<file path="src/rtl/accum_dump_dec.sv">
// ============================================================================
// Module   : accum_dump_dec
// Purpose  : Integrate-and-dump decimator: sums DEC signed samples, scales the
//            sum by an arithmetic right shift and saturates it to DW bits.
// Revision : 1.0 - initial release
// ============================================================================
`default_nettype none

module accum_dump_dec #(
  parameter int DW    = 25,
  parameter int DEC   = 4,
  parameter int SHIFT = 2
) (
  input  logic                 clk,
  input  logic                 reset,
  input  logic                 in_valid,
  input  logic signed [DW-1:0] data_in,
  input  logic                 clear,
  output logic signed [DW-1:0] data_out,
  output logic                 out_valid,
  output logic                 sat_flag
);

  localparam int CW = (DEC > 1) ? $clog2(DEC) : 1;
  localparam int AW = DW + CW;

  localparam logic [CW-1:0]        CNT_LAST = CW'(DEC - 1);
  localparam logic signed [AW-1:0] SAT_MAX  = {{(AW-DW+1){1'b0}}, {(DW-1){1'b1}}};
  localparam logic signed [AW-1:0] SAT_MIN  = {{(AW-DW+1){1'b1}}, {(DW-1){1'b0}}};

  logic signed [AW-1:0] acc_q, acc_d;
  logic [CW-1:0]        cnt_q, cnt_d;
  logic signed [DW-1:0] dout_q, dout_d;
  logic                 valid_q, valid_d;
  logic                 sat_q, sat_d;

  logic signed [AW-1:0] w_sample;
  logic signed [AW-1:0] w_sum;
  logic signed [AW-1:0] w_scaled;
  logic signed [DW-1:0] w_clamped;
  logic                 w_sat;

  // The accumulator is wide enough for DEC full-scale samples, so the sum
  // never wraps; only the scaled result needs clamping.
  always_comb begin
    w_sample = {{CW{data_in[DW-1]}}, data_in};
    w_sum    = acc_q + w_sample;
    w_scaled = w_sum >>> SHIFT;

    if (w_scaled > SAT_MAX) begin
      w_clamped = SAT_MAX[DW-1:0];
      w_sat     = 1'b1;
    end else if (w_scaled < SAT_MIN) begin
      w_clamped = SAT_MIN[DW-1:0];
      w_sat     = 1'b1;
    end else begin
      w_clamped = w_scaled[DW-1:0];
      w_sat     = 1'b0;
    end
  end

  // clear wins over a coincident sample, even a frame-closing one.
  always_comb begin
    acc_d   = acc_q;
    cnt_d   = cnt_q;
    dout_d  = dout_q;
    sat_d   = sat_q;
    valid_d = 1'b0;

    if (clear) begin
      acc_d = '0;
      cnt_d = '0;
    end else if (in_valid) begin
      if (cnt_q == '0) begin
        acc_d = w_sample;
        cnt_d = CW'(1);
      end else if (cnt_q == CNT_LAST) begin
        acc_d   = w_sum;
        cnt_d   = '0;
        dout_d  = w_clamped;
        sat_d   = w_sat;
        valid_d = 1'b1;
      end else begin
        acc_d = w_sum;
        cnt_d = cnt_q + CW'(1);
      end
    end
  end

  always_ff @(posedge clk or negedge reset) begin
    if (!reset) begin
      acc_q   <= '0;
      cnt_q   <= '0;
      dout_q  <= '0;
      sat_q   <= 1'b0;
      valid_q <= 1'b0;
    end else begin
      acc_q   <= acc_d;
      cnt_q   <= cnt_d;
      dout_q  <= dout_d;
      sat_q   <= sat_d;
      valid_q <= valid_d;
    end
  end

  assign data_out  = dout_q;
  assign out_valid = valid_q;
  assign sat_flag  = sat_q;

endmodule

`default_nettype wire

</file>
<file path="config.mk">
export PLATFORM = sky130hd
export DESIGN_NAME = accum_dump_dec
export DESIGN_NICKNAME = d
export VERILOG_FILES = /design/src/rtl/accum_dump_dec.sv
export SDC_FILE = /design/constraint.sdc
export NUM_CORES = 1
export LEC_CHECK = 0
export BUFFER_PORTS_ARGS = -buffer_cell sky130_fd_sc_hd__buf_4
export CORE_MARGIN = 4
export CORE_UTILIZATION = 38
export CTS_CLUSTER_SIZE = 30
export DETAILED_ROUTE_END_ITERATION = 12
export PLACE_DENSITY = 0.55
export SYNTH_ARGS = -nofsm -noshare
export SYNTH_HDL_FRONTEND = slang
export SYNTH_SLANG_ARGS = --single-unit
</file>
<file path="constraint.sdc">
create_clock -name clk -period 2.95 [get_ports clk]
set_input_delay 0.295 -clock clk [delete_from_list [all_inputs] [get_ports clk]]
set_output_delay 0.295 -clock clk [all_outputs]
set_load 0.01 [all_outputs]
</file>
==> run summary, run 1 <==
Worst-Margin Slew -> 0.733 ns
Vias/cell -> 5.39
Crit. End Element -> flop
Critical path launch point type -> flop
Hold Buf Count CTS -> 0
Reg2Reg Setup Slack -> 0.25 ns
Synth Area in Simple Gates -> 0.167
Static leakage power -> 2.18 nW
Synth Area in XOR/XNOR -> 0.0585
Synth area leader -> dfrtp_1
Net count after synthesis -> 500
Mapped cell area -> 3890 sq um
DP HPWL -> 6850 um
CP Buf/Inv Count -> 0
Fraction of registers with async set/reset -> 1.00
Drt initial violations -> 90
Share of cells above drive strength 1 -> 0.169
Distinct cell type count after synthesis -> 58
NumNets Final -> 538
Relative slew slack -> 0.511
Crit path cell chain -> ha_1, a21o_1, a21o_1, a21o_1, a2111oi_0, o21bai_1, a31oi_1, xor2_1, o21ai_1
Critical path data required time -> 3.16 ns
Post-synthesis sequential area ratio -> 0.360
Crit Path Class -> flop to flop
Commonest non-fill, non-tap cell in the layout -> nand2_1
Crit-path max FO -> 8
CTS tree -> yes
Mean routed wirelength per cell -> 15.4 um
Cell Count, Final, Fillers Out -> 613
Most frequent cells in the layout -> 67 x nand2_1, 58 x buf_4, 56 x dfrtp_1, 47 x o21ai_0, 32 x nor2_1
Drc violations -> 0
Input/output buffers -> 55
Setup Viol. Count Final -> 0
Sink Count -> 56
DR pass1 iterations -> 4
Die area -> 11900 sq um
Cell Pwr Density -> 495 nW/um^2
RSZ-0062 raised after global routing -> no
Die X -> 109 um
Number of synthesis warnings -> 0
Post-synth EDFFs -> 0
Routed wire length -> 9440 um
Fill cells -> 1008
Clock Tree Buf Depth -> 2
Slowest cell on crit path -> a2111oi_0
Reg clk slew, reported paths -> 0.10 ns
Site row count -> 36
Largest net degree at the start of global routing -> 64
ANT cells -> 0
Initial antenna violation count -> 0
Placed Instances -> 605
Starting Density -> 0.395
Flops & latches, synth -> 56
Number of H-tree levels -> 2
Via Count -> 3303
Fin crit share -> 0.917
Adder-cell share of the synthesized area -> 0.0983
Cells after Synth -> 441
Total Routing Usage GR -> 0.167
Final Util -> 0.456
Root Driver -> clkbuf_8
First-pass GRT wire length -> 15900 um
Delay-heaviest family, CP -> compound AO/OA/AOI/OAI gates
Critical Path Max Stage Delay -> 0.47 ns
Most Frequent Cell on Critical Path -> a21o_1
Area contributors post-synth -> dfrtp_1 36%, ha_1 9.3%, nand2_1 6.5%
Worst IR drop on VDD -> 0.202 mV
Critical path arrival -> 2.91 ns
Ys flop type -> dfrtp_1
Final setup skew -> 0.00912 ns
Mux contribution to synthesized area -> 0.0103
Area Growth Syn to Fin -> 15.6%
Max cap viols -> 0
Final hold vios -> 0
Post-route ant nets -> 0
Hold slack -> 0.0297 ns
Status -> complete, no violations
Vias in the first global route -> 3252
Top cell type's share of synthesized area -> 0.360
CORE AREA -> 9860 sq um
Complex-gate fraction of the synthesized area -> 0.260
Peak Freq -> 370 MHz
Later-pin clock latency in the skew report -> 0.31 ns
Largest family of logic cells by synthesized area -> compound AO/OA/AOI/OAI gates
Syn avg cell area -> 8.83 sq um
TNS Setup -> 0 ns
Chip Height -> 109 um
GR Overflow Total -> 0
Total CTS buffers -> 5
Hold WC Path Type -> input port to asynchronous set/reset pin
RePlAce Congestion -> 0.877
Max Transition Viols Final -> 0
# IOs -> 56
Period minus WS final -> 2.70 ns
==> per-layer routing <==
layer,global-route usage,part of all wire
met1,0.224,0.47
met2,0.275,0.46
met3,0.0308,0.050
met4,0.0454,0.013
met5,0,0
==> kinds of logic (layout without fill, tap and decap cells) <==
group / after synthesis / count (layout)
adder cells (fa/ha/maj): 30 / 30
buffers and inverters: 35 / 74
AO/OA/AOI/OAI: 150 / 150
XOR/XNOR: 26 / 26
flip-flops: 56 / 56
AND/OR/NAND/NOR: 140 / 140
multiplexers: 4 / 4
==> registers in the layout, indices dropped and copies added (netlist names) <==
| register | count |
|---|---|
| sat_flag | 1 |
| cnt_q | 2 |
| acc_q | 27 |
| data_out | 25 |
| out_valid | 1 |
==> cells in the mapped netlist, drive strengths merged (4+ instances only) <==
cell type	n
nor2	32
a21o	14
a211oi	8
dfrtp	56
xnor2	13
nand3b	4
nand4	6
nor2b	4
mux2i	4
o211a	8
o21ai	51
clkbuf	25
nand3	5
and3	4
ha	29
o211ai	18
xor2	13
o21bai	5
nand2	67
a31oi	4
inv	7
a21oi	26
==> layout make-up <==
cell class              count  area, sq um  area share
multi-input cells         350         2320       0.517
flip-flops and latches     56         1400       0.311
repair buffers             59          455       0.101
well taps                 133          166      0.0370
clock buffers               7         96.3      0.0214
clock inverters             1         30.0     0.00667
inverters                   7         26.3     0.00584
==> through the flow <==
step                      setup slack (ns)  power [mW]  cell area [sq um]
after global routing             0.0000904        2.39               4500
final                                0.246        2.23               4500
after CTS                            0.209        2.26               4490
after floorplan                      0.472        1.44               3890
after global placement               0.231        1.67               4370
after detailed placement             0.187        1.68               4370
==> report_power, final <==
| part | total [mW] | switching (mW) | internal [mW] | leakage (nW) |
|---|---|---|---|---|
| Clock | 0.561 | 0.261 | 0.300 | 0.0645 |
| Sequential | 0.889 | 0.0435 | 0.846 | 0.750 |
| Combinational | 0.777 | 0.447 | 0.330 | 1.36 |
==> timing repair <==
| item | 4_1_cts | 5_1_grt |
|---|---|---|
| endpoints found under the setup margin | 0 | 1 |
| setup buffers | 0 | 0 |
| resized for setup | 0 | 1 |
==> path summary, 6_finish.rpt <==
kind | from | end | depth (start not counted)
max in group asynchronous | reset | data_out[3]$_DFFE_PN0P_ | 1
worst min-delay path | reset | sat_flag$_DFFE_PN0P_ | 1
min in group clk | in_valid | out_valid$_DFF_PN0_ | 2
worst max register to register | acc_q[16]$_DFFE_PN0P_ | data_out[21]$_DFFE_PN0P_ | 9
worst min register to register | data_out[20]$_DFFE_PN0P_ | data_out[20]$_DFFE_PN0P_ | 2
worst max-delay path | acc_q[16]$_DFFE_PN0P_ | data_out[21]$_DFFE_PN0P_ | 9
Note: power is estimated with default switching activity, not from simulation.
==> run 2: changes to the inputs <==
--- a/config.mk
+++ b/config.mk
@@ -7,10 +7,12 @@
 export LEC_CHECK = 0
 export BUFFER_PORTS_ARGS = -buffer_cell sky130_fd_sc_hd__buf_4
 export CORE_MARGIN = 4
-export CORE_UTILIZATION = 38
+export CORE_UTILIZATION = 58
 export CTS_CLUSTER_SIZE = 30
 export DETAILED_ROUTE_END_ITERATION = 12
-export PLACE_DENSITY = 0.55
+export GPL_ROUTABILITY_DRIVEN = 0
+export GPL_TIMING_DRIVEN = 0
+export PLACE_DENSITY = 0.79
 export SYNTH_ARGS = -nofsm -noshare
 export SYNTH_HDL_FRONTEND = slang
 export SYNTH_SLANG_ARGS = --single-unit
==> run summary, run 2 (same netlist as run 1, synthesis figures left out) <==
Critical path data required time -> 3.14 ns (-0.02 ns)
Placed Instances -> 572 (-5.5%)
Total CTS buffers -> 5 (unchanged)
First-pass GRT wire length -> 17800 um (+12%)
Worst-Margin Slew -> 0.713 ns (-0.0202 ns)
Number of H-tree levels -> 2 (unchanged)
Die area -> 8090 sq um (-32%)
Reg clk slew, reported paths -> 0.10 ns (about the same)
Site row count -> 29 (-19%)
Sequential power share -> 0.392 (-0.007)
Relative slew slack -> 0.525 (+0.0135)
Drc violations -> 0 (unchanged)
Total Routing Usage GR -> 0.266 (+0.0995)
Largest net degree at the start of global routing -> 57 (-11%)
NumNets Final -> 561 (+4.3%)
Cell Pwr Density -> 501 nW/um^2 (+1.3%)
Max cap viols -> 0 (unchanged)
Post-route cell area -> 4550 sq um (+1.0%)
Vias in the first global route -> 3575 (+9.9%)
Worst IR drop on VDD -> 0.245 mV (+21%)
Commonest non-fill, non-tap cell in the layout -> nand2_1
Static leakage power -> 2.23 nW (+2.2%)
Placed Area -> 4400 sq um (+0.69%)
ANT cells -> 0 (unchanged)
CTS tree -> yes
CORE AREA -> 6420 sq um (-35%)
Die X -> 89.9 um (-18%)
Critical path arrival -> 3.17 ns (+0.26 ns)
Cell Count, Final, Fillers Out -> 580 (-5.4%)
Clock share of power -> 0.245 (-0.007)
Critical path launch point type -> flop
Post-CTS Resized -> 0 (unchanged)
Power share of the combinational group -> 0.364 (+0.015)
Later-pin clock latency in the skew report -> 0.31 ns (about the same)
Crit. End Element -> flop
Clock Tree Buf Depth -> 2 (unchanged)
Peak Freq -> 336 MHz (-9.2%)
Period minus WS final -> 2.98 ns (+0.275 ns)
Max Transition Viols Final -> 0 (unchanged)
Hold WC Path Type -> input port to asynchronous set/reset pin
Area Growth Syn to Fin -> 16.8%
# IOs -> 56 (unchanged)
Crit path setup slack, layout -> -0.0284 ns (-0.275 ns)
Fill cells -> 536 (-47%)
Setup bufs post-CTS -> 0 (unchanged)
Fin crit share -> 1.01 (+0.0931)
Design internal power -> 1.49 mW (+0.87%)
DP HPWL -> 7850 um (+15%)
Switch share -> 0.347 (+0.00961)
Routed wire length -> 10500 um (+12%)
Setup Viol. Count Final -> 1 (+1)
Share of cells above drive strength 1 -> 0.159 (-0.00970)
Hold Buf Count CTS -> 0 (unchanged)
Chip Height -> 89.9 um (-18%)
Status -> complete, but fails checks
Initial antenna violation count -> 0 (unchanged)
Root Driver -> clkbuf_8
Crit-path max FO -> 8 (unchanged)
Sw power -> 0.791 mW (+5.3%)
DR pass1 iterations -> 5 (+1)
Top reg by flops -> acc_q
Sink Count -> 56 (unchanged)
Final setup skew -> 0.00562 ns (-0.00350 ns)
Crit Path Class -> flop to flop
Number of flip-flops under the largest register name -> 27 (unchanged)
Drt initial violations -> 220 (+140%)
Most frequent cells in the layout -> 67 x nand2_1, 56 x dfrtp_1, 55 x buf_4, 47 x o21ai_0, 32 x nor2_1
Via Count -> 3602 (+9.1%)
Violated checks -> negative setup slack
Starting Density -> 0.606 (+0.212)
Vias/cell -> 6.21 (+15%)
GR Overflow Total -> 0 (unchanged)
Final hold vios -> 0 (unchanged)
Input/output buffers -> 54 (-1.8%)
Mean routed wirelength per cell -> 18.2 um (+18%)
Post-route ant nets -> 0 (unchanged)
[run 2: per-stage QoR]
step / worst slack (ns) / power, mW / utilization / hold slack, ns / setup TNS (ns)
floorplan: 0.472 / 1.44 / - / -0.000591 / 0
global placement: 0.149 / 1.68 / 0.684 / 0.394 / 0
detailed placement: 0.0791 / 1.71 / 0.684 / 0.398 / 0
CTS: 0.0903 / 2.27 / 0.704 / 0.0513 / 0
global route: -0.0874 / 2.42 / 0.708 / 0.0861 / -0.125
finish: -0.0284 / 2.28 / 0.708 / 0.0305 / -0.0284
[run 2: final cells by class]
cell class,count,area (sq um),area share
Multi-Input combinational cell,350,2340,0.514
Sequential cell,56,1400,0.308
Timing Repair Buffer,54,405,0.0892
Buffer,28,155,0.0341
Clock buffer,7,96.3,0.0212
Tap cell,77,96.3,0.0212
Clock inverter,1,30.0,0.00660
Inverter,7,26.3,0.00578
[run 2: critical path, cell delays in order, from the launching register on]
cell and delay, ns:
dfrtp_1 0.41, ha_1 0.27, clkbuf_1 0.21, a21o_1 0.21, a21o_1 0.17, a21o_1 0.20, a2111oi_0 0.55, o21bai_1 0.17
a31oi_1 0.40, xor2_1 0.20, o21ai_1 0.07
[run 2: routing by layer]
| layer | up-vias | part of all wire | global-route usage |
|---|---|---|---|
| li1 | 1712 | - | - |
| met1 | 1724 | 0.44 | 0.355 |
| met2 | 141 | 0.47 | 0.444 |
| met3 | 25 | 0.060 | 0.0459 |
| met4 | 0 | 0.022 | 0.0804 |
| met5 | - | 0 | 0 |
[run 2: path summary, 6_finish.rpt]
path | start | endpoint | slack [ns] | cells past startpoint
min in group clk | clear | acc_q[24]$_DFFE_PN0P_ | 0.30 | 4
min | reset | data_out[9]$_DFFE_PN0P_ | 0.03 | 1
max in group asynchronous | reset | acc_q[3]$_DFFE_PN0P_ | 2.46 | 1
max | acc_q[16]$_DFFE_PN0P_ | data_out[21]$_DFFE_PN0P_ | -0.03 | 10
max reg2reg | acc_q[16]$_DFFE_PN0P_ | data_out[21]$_DFFE_PN0P_ | -0.03 | 10
min reg2reg | data_out[13]$_DFFE_PN0P_ | data_out[13]$_DFFE_PN0P_ | 0.49 | 2
[run 2: power by group through the flow]
| stage | Combinational (mW) | Clock (mW) | Sequential, mW |
|---|---|---|---|
| 4_1_cts | 0.810 | 0.565 | 0.893 |
| 6_report | 0.830 | 0.558 | 0.893 |
| 2_1_floorplan | 0.523 | 0 | 0.920 |
| 3_3_place_gp | 0.776 | 0 | 0.903 |
| 5_1_grt | 0.916 | 0.602 | 0.903 |
| 3_5_place_dp | 0.804 | 0 | 0.908 |
==> run 3: changes to the inputs <==
--- a/config.mk
+++ b/config.mk
@@ -6,13 +6,14 @@
 export NUM_CORES = 1
 export LEC_CHECK = 0
 export BUFFER_PORTS_ARGS = -buffer_cell sky130_fd_sc_hd__buf_4
+export CORE_ASPECT_RATIO = 0.75
 export CORE_MARGIN = 4
-export CORE_UTILIZATION = 58
+export CORE_UTILIZATION = 32
 export CTS_CLUSTER_SIZE = 30
 export DETAILED_ROUTE_END_ITERATION = 12
 export GPL_ROUTABILITY_DRIVEN = 0
 export GPL_TIMING_DRIVEN = 0
-export PLACE_DENSITY = 0.79
+export PLACE_DENSITY = 0.48
 export SYNTH_ARGS = -nofsm -noshare
 export SYNTH_HDL_FRONTEND = slang
 export SYNTH_SLANG_ARGS = --single-unit
==> run summary, run 3 (same netlist as run 1, synthesis figures left out) <==
Design internal power -> 1.53 mW (+2.6%)
Site row count -> 34 (+17%)
Placed Instances -> 657 (+15%)
Setup WS pre-CTS -> 0.0571 ns (-0.0220 ns)
DR pass1 iterations -> 4 (-1)
Worst-Margin Slew -> 0.752 ns (+0.0395 ns)
Critical path data required time -> 3.11 ns (-0.03 ns)
Vias in the first global route -> 3357 (-6.1%)
Final setup skew -> 0.00523 ns (-0.000390 ns)
Post-CTS Resized -> 0 (unchanged)
Fin crit share -> 0.950 (-0.0596)
R2R depth -> 9 (-1)
Critical path arrival -> 2.96 ns (-0.21 ns)
Post-route ant nets -> 0 (unchanged)
Cell Pwr Density -> 500 nW/um^2 (-0.19%)
Drt initial violations -> 153 (-30%)
Reg area -> 1400 sq um (unchanged)
Peak Freq -> 357 MHz (+6.3%)
Die X -> 135 um (+51%)
CORE AREA -> 11700 sq um (+83%)
Number of H-tree levels -> 2 (unchanged)
Status -> complete, no violations
TNS Setup -> 0 ns (+0.0284 ns)
Starting Density -> 0.332 (-0.275)
Relative slew slack -> 0.499 (-0.0264)
Area Growth Syn to Fin -> 19.9%
Hold Buf Count CTS -> 0 (unchanged)
Total Routing Usage GR -> 0.165 (-0.101)
RSZ-0062 raised after global routing -> no
Setup Viol. Count Final -> 0 (-1)
Reg clk slew, reported paths -> 0.07 ns (-0.03 ns)
Root Driver -> clkbuf_16
# IOs -> 56 (unchanged)
Clock share of power -> 0.263 (+0.018)
Top reg by flops -> acc_q
Final hold vios -> 0 (unchanged)
First-pass GRT wire length -> 18300 um (+3.1%)
Die area -> 14000 sq um (+73%)
CTS tree -> yes
Via Count -> 3415 (-5.2%)
Final Util -> 0.397 (-0.310)
Hold WC Path Type -> input port to asynchronous set/reset pin
Routed wire length -> 11400 um (+8.4%)
GR Overflow Total -> 0 (unchanged)
Sequential power share -> 0.382 (-0.010)
Clock Tree Buf Depth -> 2 (unchanged)
Power share of the combinational group -> 0.355 (-0.009)
Static leakage power -> 2.23 nW (+0.17%)
Initial antenna violation count -> 0 (unchanged)
Sink Count -> 56 (unchanged)
Setup bufs post-CTS -> 0 (unchanged)
Max Transition Viols Final -> 0 (unchanged)
Largest net degree at the start of global routing -> 57 (unchanged)
Drc violations -> 0 (unchanged)
Crit-path max FO -> 5 (-3)
DP HPWL -> 8590 um (+9.4%)
Vias/cell -> 5.14 (-17%)
Sw power -> 0.809 mW (+2.2%)
Chip Height -> 104 um (+15%)
ANT cells -> 0 (unchanged)
Max cap viols -> 0 (unchanged)
NumNets Final -> 561 (unchanged)
Fill cells -> 1219 (+130%)
Crit. End Element -> flop
Mean routed wirelength per cell -> 17.2 um (-5.5%)
Input/output buffers -> 54 (unchanged)
Crit Path Class -> flop to flop
Worst IR drop on VDD -> 0.233 mV (-4.8%)
Hold slack -> 0.0683 ns (+0.0377 ns)
Later-pin clock latency in the skew report -> 0.29 ns (-0.02 ns)
Total CTS buffers -> 5 (unchanged)
Crit path setup slack, layout -> 0.147 ns (+0.176 ns)
Cell Count, Final, Fillers Out -> 665 (+15%)
Multi-input combinational cell area -> 2330 sq um (-0.27%)
Share of cells above drive strength 1 -> 0.157 (-0.00199)
Switch share -> 0.346 (-0.000896)
Most frequent cells in the layout -> 67 x nand2_1, 56 x dfrtp_1, 55 x buf_4, 47 x o21ai_0, 32 x nor2_1
Critical path launch point type -> flop
Period minus WS final -> 2.80 ns (-0.176 ns)
Number of flip-flops under the largest register name -> 27 (unchanged)
Commonest non-fill, non-tap cell in the layout -> nand2_1
[run 3: power by group through the flow]
stage	clock network, mW	logic [mW]	registers (mW)
CTS	0.641	0.827	0.893
detailed placement	0	0.822	0.908
global route	0.673	0.932	0.904
global placement	0	0.817	0.904
finish	0.615	0.829	0.892
floorplan	0	0.523	0.920
[run 3: area by class of cell]
type                       instances  area share
buffer                            28      0.0332
tap                              162      0.0434
clock buffer                       8      0.0314
sequential                        56       0.300
multi-input combinational        350       0.499
inverter                           7     0.00563
timing repair buffer              54      0.0869
[run 3: layer usage]
layer | part of all wire | GRT usage
met5 | 0 | 0
met4 | 0.0034 | 0.0216
met3 | 0.054 | 0.0296
met2 | 0.42 | 0.244
met1 | 0.52 | 0.255
[run 3: worst paths after layout]
| kind | startpoint | end | slack (ns) |
|---|---|---|---|
| worst max register to register | acc_q[6]$_DFFE_PN0P_ | acc_q[25]$_DFFE_PN0P_ | 0.15 |
| worst min-delay path | reset | data_out[9]$_DFFE_PN0P_ | 0.07 |
| worst min register to register | data_out[8]$_DFFE_PN0P_ | data_out[8]$_DFFE_PN0P_ | 0.48 |
| min in group clk | clear | acc_q[24]$_DFFE_PN0P_ | 0.35 |
| max in group asynchronous | reset | acc_q[14]$_DFFE_PN0P_ | 2.39 |
| worst max-delay path | acc_q[6]$_DFFE_PN0P_ | acc_q[25]$_DFFE_PN0P_ | 0.15 |
[run 3: through the flow]
step | area (sq um) | total power [mW]
2_1_floorplan | 3890 | 1.44
3_3_place_gp | 4500 | 1.72
3_5_place_dp | 4500 | 1.73
4_1_cts | 4650 | 2.36
5_1_grt | 4670 | 2.51
6_report | 4670 | 2.34
[run 3: worst max-delay path, cell delays in order (launching register included)]
cell and delay (ns):
dfrtp_1 0.38, ha_1 0.35, a21oi_1 0.17, o21ai_1 0.15, a221o_1 0.45, o31ai_4 0.35, nor3_2 0.09, a2111oi_2 0.31
xor2_1 0.30, a211oi_1 0.12
